[src/rtl/alu_exec_seq_if.sv]
// Handshake bundle between decode/issue and the ALU execute unit.
// Latency: none, wires only.
// Backpressure: in_valid/in_ready on the issue side, out_valid/out_ready on the result side.
//
// Signals:
//   in_valid/in_ready          operation handshake
//   opcode/funct3/funct7       instruction fields [6:0], [14:12], [31:25]
//   op_a/op_b                  operands (rs1 or PC, rs2 or immediate)
//   out_valid/out_ready        result handshake
//   result/branch_taken/illegal execution outcome, held while out_valid && !out_ready
interface alu_exec_seq_if #(
    parameter int XLEN = 32
);
    logic            in_valid;
    logic            in_ready;
    logic [6:0]      opcode;
    logic [2:0]      funct3;
    logic [6:0]      funct7;
    logic [XLEN-1:0] op_a;
    logic [XLEN-1:0] op_b;
    logic            out_valid;
    logic            out_ready;
    logic [XLEN-1:0] result;
    logic            branch_taken;
    logic            illegal;

    // Issuing side (decode stage / testbench).
    modport master (
        output in_valid, opcode, funct3, funct7, op_a, op_b, out_ready,
        input  in_ready, out_valid, result, branch_taken, illegal
    );

    // Execute unit side.
    modport slave (
        input  in_valid, opcode, funct3, funct7, op_a, op_b, out_ready,
        output in_ready, out_valid, result, branch_taken, illegal
    );
endinterface

[src/rtl/alu_exec_seq.sv]
// RV32I(+M) ALU: decodes opcode/funct3/funct7 and executes, including an iterative divider.
// Latency: 1 cycle for all ops except non-special DIV/DIVU/REM/REMU, which take XLEN+1 cycles.
// Backpressure: result held until out_ready; in_ready only in IDLE or when DONE is draining.
//
// Ports:
//   clk      rising-edge clock
//   reset_n  synchronous active-low reset; aborts any divide in flight
//   flush    synchronous abort of in-flight op / held result; same-cycle in_valid ignored
//   bus      alu_exec_seq_if.slave: operation in, result out (see interface file)
module alu_exec_seq #(
    parameter int XLEN     = 32,
    parameter bit ENABLE_M = 1'b1
) (
    input  logic          clk,
    input  logic          reset_n,
    input  logic          flush,
    alu_exec_seq_if.slave bus
);

    localparam int SHW = $clog2(XLEN);

    localparam logic [6:0] OPC_LUI    = 7'b0110111;
    localparam logic [6:0] OPC_AUIPC  = 7'b0010111;
    localparam logic [6:0] OPC_JAL    = 7'b1101111;
    localparam logic [6:0] OPC_JALR   = 7'b1100111;
    localparam logic [6:0] OPC_BRANCH = 7'b1100011;
    localparam logic [6:0] OPC_LOAD   = 7'b0000011;
    localparam logic [6:0] OPC_STORE  = 7'b0100011;
    localparam logic [6:0] OPC_OPIMM  = 7'b0010011;
    localparam logic [6:0] OPC_OP     = 7'b0110011;

    localparam logic [6:0] F7_BASE = 7'b0000000;
    localparam logic [6:0] F7_ALT  = 7'b0100000;
    localparam logic [6:0] F7_M    = 7'b0000001;

    localparam logic [XLEN-1:0] MIN_V = {1'b1, {(XLEN-1){1'b0}}};

    typedef enum logic [1:0] {
        ST_IDLE = 2'd0,
        ST_DIV  = 2'd1,
        ST_DONE = 2'd2
    } state_t;

    // ------------------------------------------------------------------
    // Registers
    // ------------------------------------------------------------------
    state_t          state_q, state_d;
    logic [XLEN-1:0] res_q, res_d;
    logic            brt_q, brt_d;
    logic            ill_q, ill_d;
    // Divider: quo_q starts as the dividend magnitude and is shifted out
    // MSB-first while quotient bits are shifted in at the LSB.
    logic [XLEN-1:0] quo_q, quo_d;
    logic [XLEN-1:0] rem_q, rem_d;
    logic [XLEN-1:0] dvs_q, dvs_d;
    logic [SHW-1:0]  cnt_q, cnt_d;
    logic            qneg_q, qneg_d;
    logic            rneg_q, rneg_d;
    logic            isrem_q, isrem_d;

    // ------------------------------------------------------------------
    // Datapath primitives on the incoming operands
    // ------------------------------------------------------------------
    logic [XLEN-1:0] a, b;
    logic [2:0]      f3;
    logic [6:0]      f7;
    logic [SHW-1:0]  shamt;

    assign a     = bus.op_a;
    assign b     = bus.op_b;
    assign f3    = bus.funct3;
    assign f7    = bus.funct7;
    assign shamt = b[SHW-1:0];

    logic [XLEN-1:0] sum_v, diff_v, sll_v, srl_v, sra_v;
    logic            eq_v, lt_s, lt_u;

    assign sum_v  = a + b;
    assign diff_v = a - b;
    assign sll_v  = a << shamt;
    assign srl_v  = a >> shamt;
    assign sra_v  = $signed(a) >>> shamt;
    assign eq_v   = (a == b);
    assign lt_s   = ($signed(a) < $signed(b));
    assign lt_u   = (a < b);

    // SUB/SRA select: OP uses funct7 for both; OP-IMM only for SRAI (ADDI has no SUB form).
    logic alt_sel;
    assign alt_sel = (f7 == F7_ALT) && ((bus.opcode == OPC_OP) || (f3 == 3'b101));

    logic [XLEN-1:0] base_res;
    always_comb begin
        base_res = '0;
        case (f3)
            3'b000:  base_res = alt_sel ? diff_v : sum_v;
            3'b001:  base_res = sll_v;
            3'b010:  base_res = {{(XLEN-1){1'b0}}, lt_s};
            3'b011:  base_res = {{(XLEN-1){1'b0}}, lt_u};
            3'b100:  base_res = a ^ b;
            3'b101:  base_res = alt_sel ? sra_v : srl_v;
            3'b110:  base_res = a | b;
            default: base_res = a & b;
        endcase
    end

    // One shared 2*XLEN multiplier; operand extension picks s*s / s*u / u*u.
    // The low half is identical for all three, so MUL uses it unchanged.
    logic [2*XLEN-1:0] mul_a, mul_b, mul_p;
    always_comb begin
        mul_a = ((f3 == 3'b001) || (f3 == 3'b010)) ? {{XLEN{a[XLEN-1]}}, a} : {{XLEN{1'b0}}, a};
        mul_b = (f3 == 3'b001) ? {{XLEN{b[XLEN-1]}}, b} : {{XLEN{1'b0}}, b};
        mul_p = mul_a * mul_b;
    end

    // Divide setup: funct3[0]=0 is signed, funct3[1]=1 selects remainder.
    logic            div_signed, div_rem, a_neg, b_neg, b_zero, div_ovf;
    logic [XLEN-1:0] a_mag, b_mag;
    always_comb begin
        div_signed = ~f3[0];
        div_rem    = f3[1];
        a_neg      = div_signed & a[XLEN-1];
        b_neg      = div_signed & b[XLEN-1];
        a_mag      = a_neg ? (~a + 1'b1) : a;
        b_mag      = b_neg ? (~b + 1'b1) : b;
        b_zero     = (b == '0);
        div_ovf    = div_signed && (a == MIN_V) && (b == '1);
    end

    // ------------------------------------------------------------------
    // Decode: result of a single-cycle op, or a request to start the divider
    // ------------------------------------------------------------------
    logic [XLEN-1:0] dec_res;
    logic            dec_br, dec_ill, dec_div;

    always_comb begin
        dec_res = '0;
        dec_br  = 1'b0;
        dec_ill = 1'b0;
        dec_div = 1'b0;
        case (bus.opcode)
            OPC_LUI: dec_res = b;
            OPC_AUIPC, OPC_JAL, OPC_JALR: dec_res = sum_v;
            OPC_LOAD: begin
                if ((f3 == 3'b011) || (f3 == 3'b110) || (f3 == 3'b111)) dec_ill = 1'b1;
                else                                                     dec_res = sum_v;
            end
            OPC_STORE: begin
                if (f3[2] || (f3 == 3'b011)) dec_ill = 1'b1;
                else                         dec_res = sum_v;
            end
            OPC_BRANCH: begin
                case (f3)
                    3'b000:  dec_br = eq_v;
                    3'b001:  dec_br = ~eq_v;
                    3'b100:  dec_br = lt_s;
                    3'b101:  dec_br = ~lt_s;
                    3'b110:  dec_br = lt_u;
                    3'b111:  dec_br = ~lt_u;
                    default: dec_ill = 1'b1;
                endcase
                dec_res = {{(XLEN-1){1'b0}}, dec_br};
            end
            OPC_OPIMM: begin
                if ((f3 == 3'b001) && (f7 != F7_BASE))
                    dec_ill = 1'b1;
                else if ((f3 == 3'b101) && (f7 != F7_BASE) && (f7 != F7_ALT))
                    dec_ill = 1'b1;
                else
                    dec_res = base_res;
            end
            OPC_OP: begin
                if (f7 == F7_BASE) begin
                    dec_res = base_res;
                end else if ((f7 == F7_ALT) && ((f3 == 3'b000) || (f3 == 3'b101))) begin
                    dec_res = base_res;
                end else if (ENABLE_M && (f7 == F7_M)) begin
                    if (!f3[2])
                        dec_res = (f3 == 3'b000) ? mul_p[XLEN-1:0] : mul_p[2*XLEN-1:XLEN];
                    else if (b_zero)
                        dec_res = div_rem ? a : '1;
                    else if (div_ovf)
                        dec_res = div_rem ? '0 : MIN_V;
                    else
                        dec_div = 1'b1;
                end else begin
                    dec_ill = 1'b1;
                end
            end
            default: dec_ill = 1'b1;
        endcase
    end

    // ------------------------------------------------------------------
    // Restoring divide step (one quotient bit per cycle)
    // ------------------------------------------------------------------
    logic [XLEN:0]   trial, trial_sub;
    logic            q_bit;
    logic [XLEN-1:0] rem_nx, quo_nx, q_fix, r_fix;

    always_comb begin
        trial     = {rem_q, quo_q[XLEN-1]};
        trial_sub = trial - {1'b0, dvs_q};
        // Partial remainder < 2*divisor, so MSB of the difference is a clean borrow flag.
        q_bit     = ~trial_sub[XLEN];
        rem_nx    = q_bit ? trial_sub[XLEN-1:0] : trial[XLEN-1:0];
        quo_nx    = {quo_q[XLEN-2:0], q_bit};
        q_fix     = qneg_q ? (~quo_nx + 1'b1) : quo_nx;
        r_fix     = rneg_q ? (~rem_nx + 1'b1) : rem_nx;
    end

    // ------------------------------------------------------------------
    // Control FSM
    // ------------------------------------------------------------------
    logic accept;
    assign bus.in_ready  = (state_q == ST_IDLE) || ((state_q == ST_DONE) && bus.out_ready);
    assign accept        = bus.in_valid && bus.in_ready && !flush;

    always_comb begin
        state_d = state_q;
        res_d   = res_q;
        brt_d   = brt_q;
        ill_d   = ill_q;
        quo_d   = quo_q;
        rem_d   = rem_q;
        dvs_d   = dvs_q;
        cnt_d   = cnt_q;
        qneg_d  = qneg_q;
        rneg_d  = rneg_q;
        isrem_d = isrem_q;

        if (state_q == ST_DIV) begin
            quo_d = quo_nx;
            rem_d = rem_nx;
            cnt_d = cnt_q + 1'b1;
            if (cnt_q == SHW'(XLEN-1)) begin
                state_d = ST_DONE;
                res_d   = isrem_q ? r_fix : q_fix;
            end
        end else if (accept) begin
            brt_d = dec_br;
            ill_d = dec_ill;
            if (dec_div) begin
                state_d = ST_DIV;
                res_d   = '0;
                quo_d   = a_mag;
                rem_d   = '0;
                dvs_d   = b_mag;
                cnt_d   = '0;
                qneg_d  = a_neg ^ b_neg;
                rneg_d  = a_neg;
                isrem_d = div_rem;
            end else begin
                state_d = ST_DONE;
                res_d   = dec_res;
            end
        end else if ((state_q == ST_DONE) && bus.out_ready) begin
            state_d = ST_IDLE;
            res_d   = '0;
            brt_d   = 1'b0;
            ill_d   = 1'b0;
        end

        if (flush) begin
            state_d = ST_IDLE;
            res_d   = '0;
            brt_d   = 1'b0;
            ill_d   = 1'b0;
        end
    end

    always_ff @(posedge clk) begin
        if (!reset_n) begin
            state_q <= ST_IDLE;
            res_q   <= '0;
            brt_q   <= 1'b0;
            ill_q   <= 1'b0;
            quo_q   <= '0;
            rem_q   <= '0;
            dvs_q   <= '0;
            cnt_q   <= '0;
            qneg_q  <= 1'b0;
            rneg_q  <= 1'b0;
            isrem_q <= 1'b0;
        end else begin
            state_q <= state_d;
            res_q   <= res_d;
            brt_q   <= brt_d;
            ill_q   <= ill_d;
            quo_q   <= quo_d;
            rem_q   <= rem_d;
            dvs_q   <= dvs_d;
            cnt_q   <= cnt_d;
            qneg_q  <= qneg_d;
            rneg_q  <= rneg_d;
            isrem_q <= isrem_d;
        end
    end

    assign bus.out_valid    = (state_q == ST_DONE);
    assign bus.result       = res_q;
    assign bus.branch_taken = brt_q;
    assign bus.illegal      = ill_q;

endmodule

[src/flat_wrapper.sv]
// flat-port wrapper written by rule: the top's interface ports become plain ports
module alu_exec_seq_flat 
#(
    parameter int XLEN     = 32,
    parameter bit ENABLE_M = 1'b1
)
  (clk, reset_n, flush, bus_in_valid, bus_opcode, bus_funct3, bus_funct7, bus_op_a, bus_op_b, bus_out_ready, bus_in_ready, bus_out_valid, bus_result, bus_branch_taken, bus_illegal);
  alu_exec_seq_if #(.XLEN(XLEN)) bus_i ();
  input  logic clk;
  input  logic reset_n;
  input  logic flush;
  input wire logic [$bits(bus_i.in_valid)-1:0] bus_in_valid;
  input wire logic [$bits(bus_i.opcode)-1:0] bus_opcode;
  input wire logic [$bits(bus_i.funct3)-1:0] bus_funct3;
  input wire logic [$bits(bus_i.funct7)-1:0] bus_funct7;
  input wire logic [$bits(bus_i.op_a)-1:0] bus_op_a;
  input wire logic [$bits(bus_i.op_b)-1:0] bus_op_b;
  input wire logic [$bits(bus_i.out_ready)-1:0] bus_out_ready;
  output wire logic [$bits(bus_i.in_ready)-1:0] bus_in_ready;
  output wire logic [$bits(bus_i.out_valid)-1:0] bus_out_valid;
  output wire logic [$bits(bus_i.result)-1:0] bus_result;
  output wire logic [$bits(bus_i.branch_taken)-1:0] bus_branch_taken;
  output wire logic [$bits(bus_i.illegal)-1:0] bus_illegal;
  assign bus_i.in_valid = bus_in_valid;
  assign bus_i.opcode = bus_opcode;
  assign bus_i.funct3 = bus_funct3;
  assign bus_i.funct7 = bus_funct7;
  assign bus_i.op_a = bus_op_a;
  assign bus_i.op_b = bus_op_b;
  assign bus_i.out_ready = bus_out_ready;
  assign bus_in_ready = bus_i.in_ready;
  assign bus_out_valid = bus_i.out_valid;
  assign bus_result = bus_i.result;
  assign bus_branch_taken = bus_i.branch_taken;
  assign bus_illegal = bus_i.illegal;
  alu_exec_seq #(.XLEN(XLEN), .ENABLE_M(ENABLE_M)) u_core (.clk(clk), .reset_n(reset_n), .flush(flush), .bus(bus_i));
endmodule
[config.mk]
export PLATFORM = sky130hd
export DESIGN_NAME = alu_exec_seq_flat
export DESIGN_NICKNAME = d
export VERILOG_FILES = /design/src/rtl/alu_exec_seq_if.sv /design/src/rtl/alu_exec_seq.sv /design/src/flat_wrapper.sv
export SDC_FILE = /design/constraint.sdc
export NUM_CORES = 2
export LEC_CHECK = 0
export ABC_CLOCK_PERIOD_IN_PS = 24900
export BUFFER_PORTS_ARGS = -buffer_cell sky130_fd_sc_hd__buf_2
export CORE_MARGIN = 2
export CORE_UTILIZATION = 35
export DETAILED_ROUTE_END_ITERATION = 6
export HOLD_SLACK_MARGIN = 0.1
export PLACE_DENSITY = 0.55
export SETUP_SLACK_MARGIN = 0.5
export SYNTH_ARGS = -nofsm -noshare
export SYNTH_HDL_FRONTEND = slang
export SYNTH_SLANG_ARGS = --single-unit
[constraint.sdc]
create_clock -name clk -period 24.9 [get_ports clk]
set_clock_uncertainty 0.2 [all_clocks]
set_input_delay 4.98 -clock clk [delete_from_list [all_inputs] [get_ports clk]]
set_output_delay 4.98 -clock clk [all_outputs]
set_load 0.1 [all_outputs]
After elaboration in Yosys (flattened, before gate mapping):

Cells that the tools add are included.

* bits in registers: 140

* multiply operators: 1
* magnitude comparators: 2
* bitwise gates (word level): 17
* reduce and logical (&&, ||, !) cells: 35
* add/sub/neg operators: 8
* shift operators: 3
* mux-type cells: 65
* equal/unequal tests: 26

Operator list (number)
* $mux 32: 32
* $pmux 32 s7: 2
* $add 32x1->32 const B: 4
* $mux 64: 2
* $not 32->32: 4
* $eq 32x32->1 const B: 2
* $lt 32x32->1: 2
* $mul 64x64->64: 1
* $sub 33x32->33: 1
* $add 32x32->32: 1
* $and 32x32->32: 1
* $eq 32x32->1: 1
* $logic_not 32->1: 1
* $or 32x32->32: 1
* $shl 32x5->32: 1
* $shr 32x5->32: 1
* $sshr 32x5->32: 1
* $sub 32x32->32: 1
* $xor 32x32->32: 1
* $eq 7x6->1 const B: 4
* $eq 7x7->1 const B: 3
* $mux 1: 19
* $mux 5: 3
* $eq 7x5->1 const B: 2
* other kinds (31): 66

Longest topological paths before layout:

* word-level depth: 13
* depth in mapped cells: 40
* gate-level depth less buffers: 36

Worst setup path after synthesis:

OpenSTA, ideal clock, no wires.

* kind: input to register
* from: input port bus_op_b[1]
* to: register u_core.res_q[30] (netlist: u_core.bus.result[30])
* arrival time: 15.116 ns
* path buffers: 7
* stages on the path: 34
* required time: 24.608 ns
* setup time: 0.092 ns
* setup slack: 9.492 ns
* cell sequence: clkbuf_1 -> buf_2 -> buf_1 -> clkbuf_1 -> clkbuf_1 -> buf_1 -> nand2_1 -> fa_1 -> fa_1 -> inv_1 -> fa_1 -> fa_1 -> fa_1 -> fa_1 -> fa_1 -> fa_1 -> fa_1 -> inv_1 -> fa_1 -> inv_1 -> ha_1 -> clkbuf_1 -> a21o_1 -> a21o_1 -> a21oi_1 -> nor3_1 -> nor2_1 -> inv_1 -> o311ai_0 -> nand2_1 -> a31oi_1 -> xor2_1 -> o31a_1 -> o32ai_1

* longest elaborated chain between the ends: 12
* elaborated cells on any way between the ends: 35
* those cells by class: add/sub: 2; mul: 1; eq/ne: 1; shift: 3; mux: 26; reduce/logical: 2

Ends and longest elaborated chain
* start: declaration: RTL line flat_wrapper.sv:17 `input wire logic [$bits(bus_i.op_b)-1:0] bus_op_b;`
* parallel branches: the longest is 9 deep, another holds $mul 64x64->64
* $mux 32 (*): RTL line alu_exec_seq.sv:242 `if (dec_div) begin`
* $mux 32 (*): RTL line alu_exec_seq.sv:239 `end else if (accept) begin`
* $mux 32 (*): RTL line alu_exec_seq.sv:231 `if (state_q == ST_DIV) begin`
* end signal: assignment: RTL line alu_exec_seq.sv:286 `res_q <= res_d;`
* end: declaration: RTL line alu_exec_seq.sv:48 `logic [XLEN-1:0] res_q, res_d;`

Mark *: on every way between the ends.
A chain may end at the register's enable or synchronous reset.

Worst setup path after layout:

* from: input port bus_op_a[31]
* to: register u_core.res_q[29] (netlist: u_core.bus.result[29])

* longest elaborated chain between the ends: 13
* elaborated cells on any way between the ends: 30
* those cells by class: mul: 1; eq/ne: 1; shift: 3; mux: 23; reduce/logical: 2

Ends and longest elaborated chain
* start: declaration: RTL line flat_wrapper.sv:16 `input wire logic [$bits(bus_i.op_a)-1:0] bus_op_a;`
* parallel branches: the longest is 10 deep, another holds $mul 64x64->64
* $mux 32 (*): RTL line alu_exec_seq.sv:242
* $mux 32 (*): RTL line alu_exec_seq.sv:239
* $mux 32 (*): RTL line alu_exec_seq.sv:231

Marks and branches as above.

==> metrics.md <==
| Metric | Value |
|---|---|
| Status | completed |
| Mapped Nets | 10165 |
| Mapped Avg Cell Area | 8.27 sq um |
| Setup TNS | 0 ns |
| H-tree levels | 4 |
| Routed WL per cell | 30.9 um |
| Critical path fanouts, max | 28 |
| Yosys reg bits | 140 |
| Slowest stage delay, CP | 1.00 ns |
| Max-cap viol count | 0 |
| GPL Wtd Cong | 1.09 |
| Root buffer cell | clkbuf_16 |
| WHS Path Cells | 2 |
| Number of global-route vias before repair | 63065 |
| Overflow after GRT | 0 |
| Largest net degree at the start of global routing | 107 |
| Final hold violations | 0 |
| Buf/Inv on CP | 8 |
| Worst Setup End Kind | flip-flop |
| CTS clk-pin slew, worst paths | 0.09 ns |
| Leading area contributor after synthesis | fa_1 |
| DR DRC count | 0 |
| Resize count post-CTS | 0 |
| Worst-Skew Late Latency | 0.48 ns |
| Yosys cell types | 102 |
| Final HPWL DP | 255 mm |
| Crit path arrival time | 16.15 ns |
| Total CTS buffers | 17 |
| DR pass1 iterations | 7 |
| Synth top area cells | fa_1 42%, inv_1 9.1%, ha_1 8.2% |
| Core ar. | 193000 sq um |
| Postcts setup bufs | 0 |
| Share of layout cells above drive strength 1 | 0.0601 |
| Yosys warns | 0 |
| Hold Path End | u_core.dvs_q[31] |
| Critical path's slowest cell | fa_1 |
| Worst Setup SP | bus_op_a[31] |
| Die width | 444 um |
| First-pass GRT wire length | 469 mm |
| Std cell rows | 161 |
| DRT antenna net count | 0 |
| Die area | 198000 sq um |
| Reg2reg setup slack | 17.92 ns |
| # hold bufs at CTS | 0 |
| RSZ-0062 raised after global routing | no |
| Worst reg-to-reg path cell count | 21 |
| Req. time, crit path | 25.14 ns |
| Most frequent CP cell | fa_1 |
| Commonest non-fill, non-tap cell in the layout | inv_1 |
| Final #Nets | 9975 |
| TritonCTS clock tree | built |
| Port-buffer cells | 121 |
| Synthesized area | 67900 sq um |
| HP Start | u_core.dvs_q[31] |
| Hold crit path type | reg -> reg |
| Top FF cell, synth | dfxtp_1 |
| F_max | 0.0628 GHz |
| Overall die height | 444 um |
| Clock Sinks | 140 |
| Via density | 5.79 |
| R2r startpoint | u_core.quo_q[31] |
| Setup violators final | 0 |
| Ys async rst share | 0 |
| Pins over their slew limit | 0 |
| Critical path class | in -> reg |
| 1st-iter DRT viols | 6715 |
| Initial Util | 0.353 |
| R2R Path End | u_core.bus.result[16] |
| Most frequent cells in the layout | 1639 x inv_1, 1422 x fa_1, 904 x nand2_1 |
| DR vias | 61206 |
| Footprint of the multi-input gates | 56900 sq um |
| Top delay family on crit path | adder cells |
| Fin crit period | 15.91 ns |
| Post-synthesis sequential area ratio | 0.0413 |
| Initial antenna violation count | 24 |
| Global-route usage over all layers | 0.331 |
| Register area | 2800 sq um |
| Startpoint types | input pin |
| Number of cells produced by synthesis | 8213 |
| I/O pins | 122 |
| Least-Margin Pin Slew | 1.43 ns |
| Slew headroom | 0.0466 |
| Final period util | 0.639 |
| Area Growth Syn to Fin | 5.72% |
| Post-synth EDFFs | 0 |
| Fillcell total | 20007 |
| Top-area cell type share of the netlist area | 0.419 |
| Post-Route WL | 327 mm |
| CTS Buffer Depth | 2 |
[through the flow]
step | hold slack [ns] | instances | setup slack, ns | util | instance area, sq um
2_1_floorplan | 0.241 | 8213 | 9.49 | - | 67900
3_3_place_gp | 0.263 | 10530 | 8.72 | 0.370 | 71200
3_5_place_dp | 0.265 | 10530 | 8.60 | 0.370 | 71200
4_1_cts | 0.275 | 10562 | 9.11 | 0.373 | 71800
5_1_grt | 0.321 | 10564 | 8.47 | 0.373 | 71800
6_report | 0.270 | 10571 | 8.99 | 0.373 | 71800
[metal layers]
metal | global-route usage | up-vias | routed length [um]
li1 | - | 25283 | -
met1 | 0.431 | 31486 | 128000
met2 | 0.513 | 3593 | 144000
met3 | 0.0666 | 830 | 32000
met4 | 0.188 | 14 | 23500
met5 | 0.000488 | - | 84
[state kept, by name, summed over array words and instances, names as in the netlist, 2 cells and up]
| signal | cells |
|---|---|
| u_core.bus.result | 32 |
| u_core.cnt_q | 5 |
| u_core.dvs_q | 32 |
| u_core.quo_q | 32 |
| u_core.rem_q | 32 |
| u_core.state_q | 2 |
[final cells by class]
type | count | share of cell area
antenna | 9 | 0.000314
clock buffer | 19 | 0.00617
clock inverter | 13 | 0.00213
inverter | 1667 | 0.0872
multi-input combinational | 5887 | 0.793
sequential | 140 | 0.0390
tap | 2526 | 0.0440
timing repair buffer | 310 | 0.0283
[cells in the mapped netlist (49+ instances only)]
cell	n
nor2_1	801
nand3_1	75
buf_1	109
dfxtp_1	140
xor2_1	64
fa_1	1422
o21ai_0	348
nor3_1	96
a21oi_1	384
inv_1	1651
xnor2_1	227
ha_1	444
and2_1	71
a21o_1	68
a31oi_1	49
nand2_1	905
o211ai_1	62
clkbuf_1	384
nor2b_1	52
mux2i_1	71
a221oi_1	60
[cells by family (layout without fill, tap and decap cells)]
family / after synthesis / after routing / synth area share
AO/OA/AOI/OAI: 1374 / 1374 / 0.130
XOR/XNOR: 291 / 291 / 0.0375
adder cells (fa/ha/maj): 1866 / 1866 / 0.501
buffers and inverters: 2186 / 2009 / 0.122
flip-flops: 140 / 140 / 0.0413
multiplexers: 125 / 125 / 0.0266
other: 0 / 9 / 0
AND/OR/NAND/NOR: 2231 / 2231 / 0.142
[tightest hold or removal path: stages (launching register included)]
cell	delay, ns
dfxtp_1	0.31
nand2_1	0.05
a21boi_0	0.06
[how the worst max path moves through the flow]
| stage | cells past startpoint | to | slack (ns) |
|---|---|---|---|
| after detailed placement | 31 | u_core.bus.result[30] | 8.60 |
| after CTS | 31 | u_core.bus.result[30] | 9.11 |
| after global placement | 31 | u_core.bus.result[30] | 8.72 |
| after floorplan | 34 | u_core.bus.result[30] | 9.49 |
| final | 33 | u_core.bus.result[29] | 8.99 |
| after global routing | 33 | u_core.bus.result[29] | 8.47 |
Power is not shown: default switching activity piles up to over one toggle a cycle in this logic, so the estimate is an artifact.
